[src/rtl/bcd_seq_add_ctrl_if.sv]
// Handshake and operand/result bus for the sequential BCD adder.
// The slave side is the adder; the master side is the producer/consumer.
interface bcd_seq_add_ctrl_if #(
  parameter int NUM_DIGITS = 8
);
  logic                      in_valid;
  logic                      in_ready;
  logic [4*NUM_DIGITS-1:0]   a_i;
  logic [4*NUM_DIGITS-1:0]   b_i;
  logic                      cin_i;
  logic                      out_valid;
  logic                      out_ready;
  logic [4*NUM_DIGITS-1:0]   sum_o;
  logic                      cout_o;
  logic                      err_o;
  logic                      busy_o;

  modport master (
    output in_valid, a_i, b_i, cin_i, out_ready,
    input  in_ready, out_valid, sum_o, cout_o, err_o, busy_o
  );

  modport slave (
    input  in_valid, a_i, b_i, cin_i, out_ready,
    output in_ready, out_valid, sum_o, cout_o, err_o, busy_o
  );
endinterface

[src/rtl/bcd_seq_add_ctrl.sv]
// Sequential BCD adder: one 2-digit BCD stage processes a digit pair per
// RUN cycle, rippling the decimal carry through a register. Operands with
// any nibble above 9 are rejected straight to DONE with err_o set.
module bcd_seq_add_ctrl #(
  parameter int NUM_DIGITS = 8
) (
  input logic               clk,
  input logic               rst_n,
  bcd_seq_add_ctrl_if.slave bus
);
  localparam int W     = 4 * NUM_DIGITS;
  localparam int PAIRS = NUM_DIGITS / 2;
  localparam int IW    = $clog2(PAIRS + 1);

  typedef enum logic [1:0] {IDLE, RUN, DONE} state_t;

  state_t         state, state_nx;
  logic           ready_q;
  logic [W-1:0]   a_q, b_q, sum_q;
  logic           carry_q, cout_q, err_q;
  logic [IW-1:0]  idx_q;

  logic           accept, bad_digit, last_pair;
  logic [4:0]     lo_raw, hi_raw, lo_adj, hi_adj;
  logic           lo_c;
  logic [7:0]     slice_sum;
  logic           slice_cout;

  assign accept    = bus.in_valid && ready_q && (state == IDLE);
  assign last_pair = (idx_q == IW'(PAIRS - 1));

  // Flag any operand nibble outside 0..9 at the accept point.
  always_comb begin
    bad_digit = 1'b0;
    for (int unsigned i = 0; i < NUM_DIGITS; i++) begin
      if (bus.a_i[4*i +: 4] > 4'd9 || bus.b_i[4*i +: 4] > 4'd9)
        bad_digit = 1'b1;
    end
  end

  // The single 2-digit BCD stage, fed by the low pair of the shifting operands.
  always_comb begin
    lo_raw = {1'b0, a_q[3:0]} + {1'b0, b_q[3:0]} + {4'd0, carry_q};
    lo_adj = lo_raw + 5'd6;
    slice_sum = '0;
    if (lo_raw > 5'd9) begin
      slice_sum[3:0] = lo_adj[3:0];
      lo_c           = 1'b1;
    end else begin
      slice_sum[3:0] = lo_raw[3:0];
      lo_c           = 1'b0;
    end
    hi_raw = {1'b0, a_q[7:4]} + {1'b0, b_q[7:4]} + {4'd0, lo_c};
    hi_adj = hi_raw + 5'd6;
    if (hi_raw > 5'd9) begin
      slice_sum[7:4] = hi_adj[3:0];
      slice_cout     = 1'b1;
    end else begin
      slice_sum[7:4] = hi_raw[3:0];
      slice_cout     = 1'b0;
    end
  end

  // State register.
  always_ff @(posedge clk or negedge rst_n) begin
    if (!rst_n) state <= IDLE;
    else        state <= state_nx;
  end

  // Next-state logic.
  always_comb begin
    state_nx = state;
    case (state)
      IDLE:    if (accept) state_nx = bad_digit ? DONE : RUN;
      RUN:     if (last_pair) state_nx = DONE;
      DONE:    if (bus.out_ready) state_nx = IDLE;
      default: state_nx = IDLE;
    endcase
  end

  // Datapath: operand capture, per-pair shift/accumulate, result hold.
  // Operands shift right by one digit pair per RUN cycle while the sum
  // fills in from the top, so after PAIRS cycles every pair is in place.
  always_ff @(posedge clk or negedge rst_n) begin
    if (!rst_n) begin
      ready_q <= 1'b0;
      a_q     <= '0;
      b_q     <= '0;
      sum_q   <= '0;
      carry_q <= 1'b0;
      cout_q  <= 1'b0;
      err_q   <= 1'b0;
      idx_q   <= '0;
    end else begin
      ready_q <= 1'b1;
      case (state)
        IDLE: begin
          if (accept) begin
            a_q     <= bus.a_i;
            b_q     <= bus.b_i;
            carry_q <= bus.cin_i;
            idx_q   <= '0;
            err_q   <= bad_digit;
            if (bad_digit) begin
              sum_q  <= '0;
              cout_q <= 1'b0;
            end
          end
        end
        RUN: begin
          a_q     <= a_q >> 8;
          b_q     <= b_q >> 8;
          sum_q   <= (sum_q >> 8) | (W'(slice_sum) << (W - 8));
          carry_q <= slice_cout;
          idx_q   <= idx_q + IW'(1);
          if (last_pair) cout_q <= slice_cout;
        end
        default: ;
      endcase
    end
  end

  assign bus.in_ready  = ready_q && (state == IDLE);
  assign bus.out_valid = (state == DONE);
  assign bus.busy_o    = (state != IDLE);
  assign bus.sum_o     = sum_q;
  assign bus.cout_o    = cout_q;
  assign bus.err_o     = err_q;
endmodule

[src/flat_wrapper.sv]
// flat-port wrapper written by rule: the top's interface ports become plain ports
module bcd_seq_add_ctrl_flat 
#(
  parameter int NUM_DIGITS = 8
)
  (clk, rst_n, bus_in_valid, bus_a_i, bus_b_i, bus_cin_i, bus_out_ready, bus_in_ready, bus_out_valid, bus_sum_o, bus_cout_o, bus_err_o, bus_busy_o);
  bcd_seq_add_ctrl_if #(.NUM_DIGITS(NUM_DIGITS)) bus_i ();
  input logic clk;
  input logic rst_n;
  input wire logic [$bits(bus_i.in_valid)-1:0] bus_in_valid;
  input wire logic [$bits(bus_i.a_i)-1:0] bus_a_i;
  input wire logic [$bits(bus_i.b_i)-1:0] bus_b_i;
  input wire logic [$bits(bus_i.cin_i)-1:0] bus_cin_i;
  input wire logic [$bits(bus_i.out_ready)-1:0] bus_out_ready;
  output wire logic [$bits(bus_i.in_ready)-1:0] bus_in_ready;
  output wire logic [$bits(bus_i.out_valid)-1:0] bus_out_valid;
  output wire logic [$bits(bus_i.sum_o)-1:0] bus_sum_o;
  output wire logic [$bits(bus_i.cout_o)-1:0] bus_cout_o;
  output wire logic [$bits(bus_i.err_o)-1:0] bus_err_o;
  output wire logic [$bits(bus_i.busy_o)-1:0] bus_busy_o;
  assign bus_i.in_valid = bus_in_valid;
  assign bus_i.a_i = bus_a_i;
  assign bus_i.b_i = bus_b_i;
  assign bus_i.cin_i = bus_cin_i;
  assign bus_i.out_ready = bus_out_ready;
  assign bus_in_ready = bus_i.in_ready;
  assign bus_out_valid = bus_i.out_valid;
  assign bus_sum_o = bus_i.sum_o;
  assign bus_cout_o = bus_i.cout_o;
  assign bus_err_o = bus_i.err_o;
  assign bus_busy_o = bus_i.busy_o;
  bcd_seq_add_ctrl #(.NUM_DIGITS(NUM_DIGITS)) u_core (.clk(clk), .rst_n(rst_n), .bus(bus_i));
endmodule
[config.mk]
export PLATFORM = sky130hd
export DESIGN_NAME = bcd_seq_add_ctrl_flat
export DESIGN_NICKNAME = d
export VERILOG_FILES = /design/src/rtl/bcd_seq_add_ctrl_if.sv /design/src/rtl/bcd_seq_add_ctrl.sv /design/src/flat_wrapper.sv
export SDC_FILE = /design/constraint.sdc
export NUM_CORES = 1
export LEC_CHECK = 0
export CAP_MARGIN = 0
export CELL_PAD_IN_SITES_DETAIL_PLACEMENT = 1
export CELL_PAD_IN_SITES_GLOBAL_PLACEMENT = 1
export CORE_MARGIN = 8
export CORE_UTILIZATION = 43
export DETAILED_ROUTE_END_ITERATION = 6
export DONT_BUFFER_PORTS = 1
export GPL_ROUTABILITY_DRIVEN = 0
export GPL_TIMING_DRIVEN = 0
export PLACE_DENSITY = 0.74
export SLEW_MARGIN = 0
export SYNTH_ARGS = -nofsm -noshare
export SYNTH_HDL_FRONTEND = slang
export SYNTH_SLANG_ARGS = --single-unit
[constraint.sdc]
create_clock -name clk -period 4.17 [get_ports clk]
set_clock_uncertainty 0.15 [all_clocks]
set_input_delay 0.2085 -clock clk [delete_from_list [all_inputs] [get_ports clk]]
set_output_delay 0.2085 -clock clk [all_outputs]
set_load 0.02 [all_outputs]
==> results.md <==
- Status: complete, no violations
- Type of origin of the critical path: flip-flop
- Worst vdd ir: 0.000278 V
- Final Hold Vio Count: 0
- Via count: 4122
- Dpl hpwl: 10600 um
- Hold_ws: 172 ps
- Worst Max-Slew Pin Slew: 632 ps
- Critical Path Fanout Max: 4
- Yosys reg bits: 105
- Vias per cell: 5.71
- DR iter-0 viols: 270
- Post-synthesis adder-cell area fraction: 4.27%
- Finished Core Util: 54.3%
- Fin nets: 660
- Clk_lat worst skew: 370 ps
- Clock period minus worst slack: 4090 ps
- DRT antenna net count: 0
- Worst path bufs/invs: 1
- Die height: 122 um
- Number of CTS-inserted buffers: 9
- Most common cell in the synthesized netlist: dfrtp_1
- Detailed-route DRC error count: 0
- CTS clk-pin slew, worst paths: 100 ps
- Area contributors post-synth: dfrtp_1, nand2_1, nor2_1, a31oi_1, a22o_1
- GRT overflow: 0
- RSZ-0062 raised after global routing: true
- Slowest Stage Delay on Critical Path: 450 ps
- Synthesized area per cell: 9.68 um^2
- Commonest cells in the netlist: dfrtp_1, nand2_1, nor2_1
- Critical path class: reg -> reg
- Clock Sinks: 105
- Die area: 0.0148 mm^2
- PD cells: 447 mW/mm^2
- Most common cell type on the critical path: fa_2
- Number of max-cap violations: 0
- Synth Net Count: 579
- EDFF count, synth: 0
- Proportion of synthesized area in mux cells: 0.417%
- DRT Pass-1 Iters: 4
- Leakage: 0.00258 uW
- First-pass GRT wire length: 24500 um
- Initial antenna violation count: 0
- WL final: 15400 um
- Fmax: 0.244 GHz
- CP delay by family, top: adder cells
- Root Buffer: clkbuf_8
- Post-Synth XOR/XNOR Area: 0.547%
- CTS tree: done
- WP data required: 4290 ps
- I/O pin count: 106
- Top_reg_cell synth: dfrtp_1
- CP Capture Type: flip-flop
- Crit-path cells: fa_2 -> fa_2 -> a21o_1 -> a21oi_4 -> o31a_1 -> fa_2 -> inv_1 -> fa_2 -> xnor2_2 -> ha_2 -> a22o_1 -> o31a_1 -> xnor2_1 -> a22o_4
- Slew Limit Fails: 0
- Max clock buf depth: 2
- Slew margin rel.: 57.9%
- Leading area contributor after synthesis: dfrtp_1
- Sequential element share of the synthesized area: 54.7%
- Drt wl/cell: 21.4 um
- Port bufs: 0
- Largest family of logic cells by synthesized area: compound AO/OA/AOI/OAI gates
- Synth top area share: 54.7%
- Synthesized cell area: 0.00480 mm^2
- Post-Syn Instances: 496
- Core footprint: 0.0109 mm^2
- # rows: 38
- Unique masters post-synth: 47
- Ant diodes: 0
- Warnings, synthesis: 0
- Vias in the first global route: 4472
- Final setup fails: 0
- Crit share post-route: 98.2%
- Compound-gate portion of the synthesized area: 20.4%
- Initial Util: 44.1%
- Area Growth Syn to Fin: 23.0%
- Die width: 122 um
- Share of cells above drive strength 1: 7.56%
- Class of the worst hold path: in -> reg
- Largest net degree at the start of global routing: 106
- Simple-gate area share of the yosys netlist: 15.8%
- Arr. time, crit path: 4220 ps
- Async SR Flop Fraction: 100%
- CTS H-tree depth: 3
- Slowest CP cell: fa_2
- Gr usage total: 21.3%
==> what timing repair did <==
item / in CTS / in global routing
gates resized for setup: 8 / 4
hold buffers: 68 / 0
setup buffers: 0 / 2
cloned: 0 / 0
pin swaps: 2 / 3
endpoints found under the setup margin: 5 / 5
endpoints found under the hold margin: 171 / 0
==> final timing paths <==
kind,start,end,slack (ps),cells past startpoint
min,bus_in_valid,u_core.a_q[4],170,3
min reg2reg,u_core.idx_q[0],u_core.idx_q[0],350,1
max reg2reg,u_core.carry_q,u_core.bus.sum_o[29],80,14
min in group asynchronous,rst_n,u_core.bus.sum_o[21],280,2
max,u_core.carry_q,u_core.bus.sum_o[29],80,14
max in group asynchronous,rst_n,u_core.a_q[31],3190,2
==> through the flow <==
stage | power [uW] | TNS (ps) | cell area, um^2 | setup WS (ps) | instances
CTS | 2610 | 0 | 5870 | 13.1 | 720
detailed placement | 1930 | -1300 | 4980 | -327 | 636
global route | 2790 | -73.1 | 5910 | -47.3 | 722
global placement | 1870 | -899 | 4980 | -231 | 636
floorplan | 1750 | 0 | 4800 | 115 | 496
finish | 2640 | 0 | 5910 | 75.3 | 722
==> cells by family after synthesis <==
logic type,count (synthesis)
adder cells (fa/ha/maj),14
other,1
buffers and inverters,41
AND/OR/NAND/NOR,188
multiplexers,2
XOR/XNOR,3
AO/OA/AOI/OAI,142
flip-flops,105
==> sequential cells by signal (all words and copies together), names as in the netlist <==
register           cells
u_core.ready_q         1
u_core.bus.cout_o      1
u_core.b_q            32
u_core.idx_q           3
u_core.carry_q         1
u_core.bus.err_o       1
u_core.state           2
u_core.bus.sum_o      32
u_core.a_q            32
==> metal layers <==
metal	GRT usage (%)	vias up	part of all wire, %
met5	0	-	0
met4	6.71	0	2.0
met3	6.48	23	7.5
met2	34.6	120	48
met1	26.7	2090	43
li1	-	1889	-
==> worst reg2reg max path, cell delays in order (launching register included) <==
cell and delay [ps]:
dfrtp_1 410, fa_2 450, fa_2 400, a21o_1 220, a21oi_4 120, o31a_1 170
fa_2 230, inv_1 60, fa_2 370, xnor2_2 180, ha_2 210, a22o_1 230
o31a_1 380, xnor2_1 180, a22o_4 230
==> report_power, final <==
group | internal, uW | total [uW] | switching, uW
sequential | 1160 | 1270 | 104
clock | 236 | 576 | 341
combinational | 358 | 796 | 439
total | 1760 | 2640 | 884
==> final cells by class <==
| cell class | instances | area (um^2) |
|---|---|---|
| plain buffers | 31 | 143 |
| inverters | 10 | 37.5 |
| fillers | 1210 | 4980 |
| flip-flops and latches | 105 | 2630 |
| multi-input cells | 350 | 2040 |
| well taps | 140 | 175 |
| clock buffers | 14 | 153 |
| repair buffers | 70 | 713 |
| clock inverters | 2 | 13.8 |
==> placed cells by master (no fill, tap or decap), types with 9 or more instances in the layout <==
cell           netlist  layout
o21ai_0             11      11
clkbuf_1            20      24
inv_1               10      10
ha_1                10       9
a31oi_1             36      36
nand2_1            103     103
dfrtp_1            105     105
a22o_1              20      20
a21oi_1             25      24
o22ai_1             14      14
dlygate4sd3_1        0      67
nor2_1              65      63
a22o_2               9       9
clkbuf_8             0      10
(Power assumes the default switching activity.)
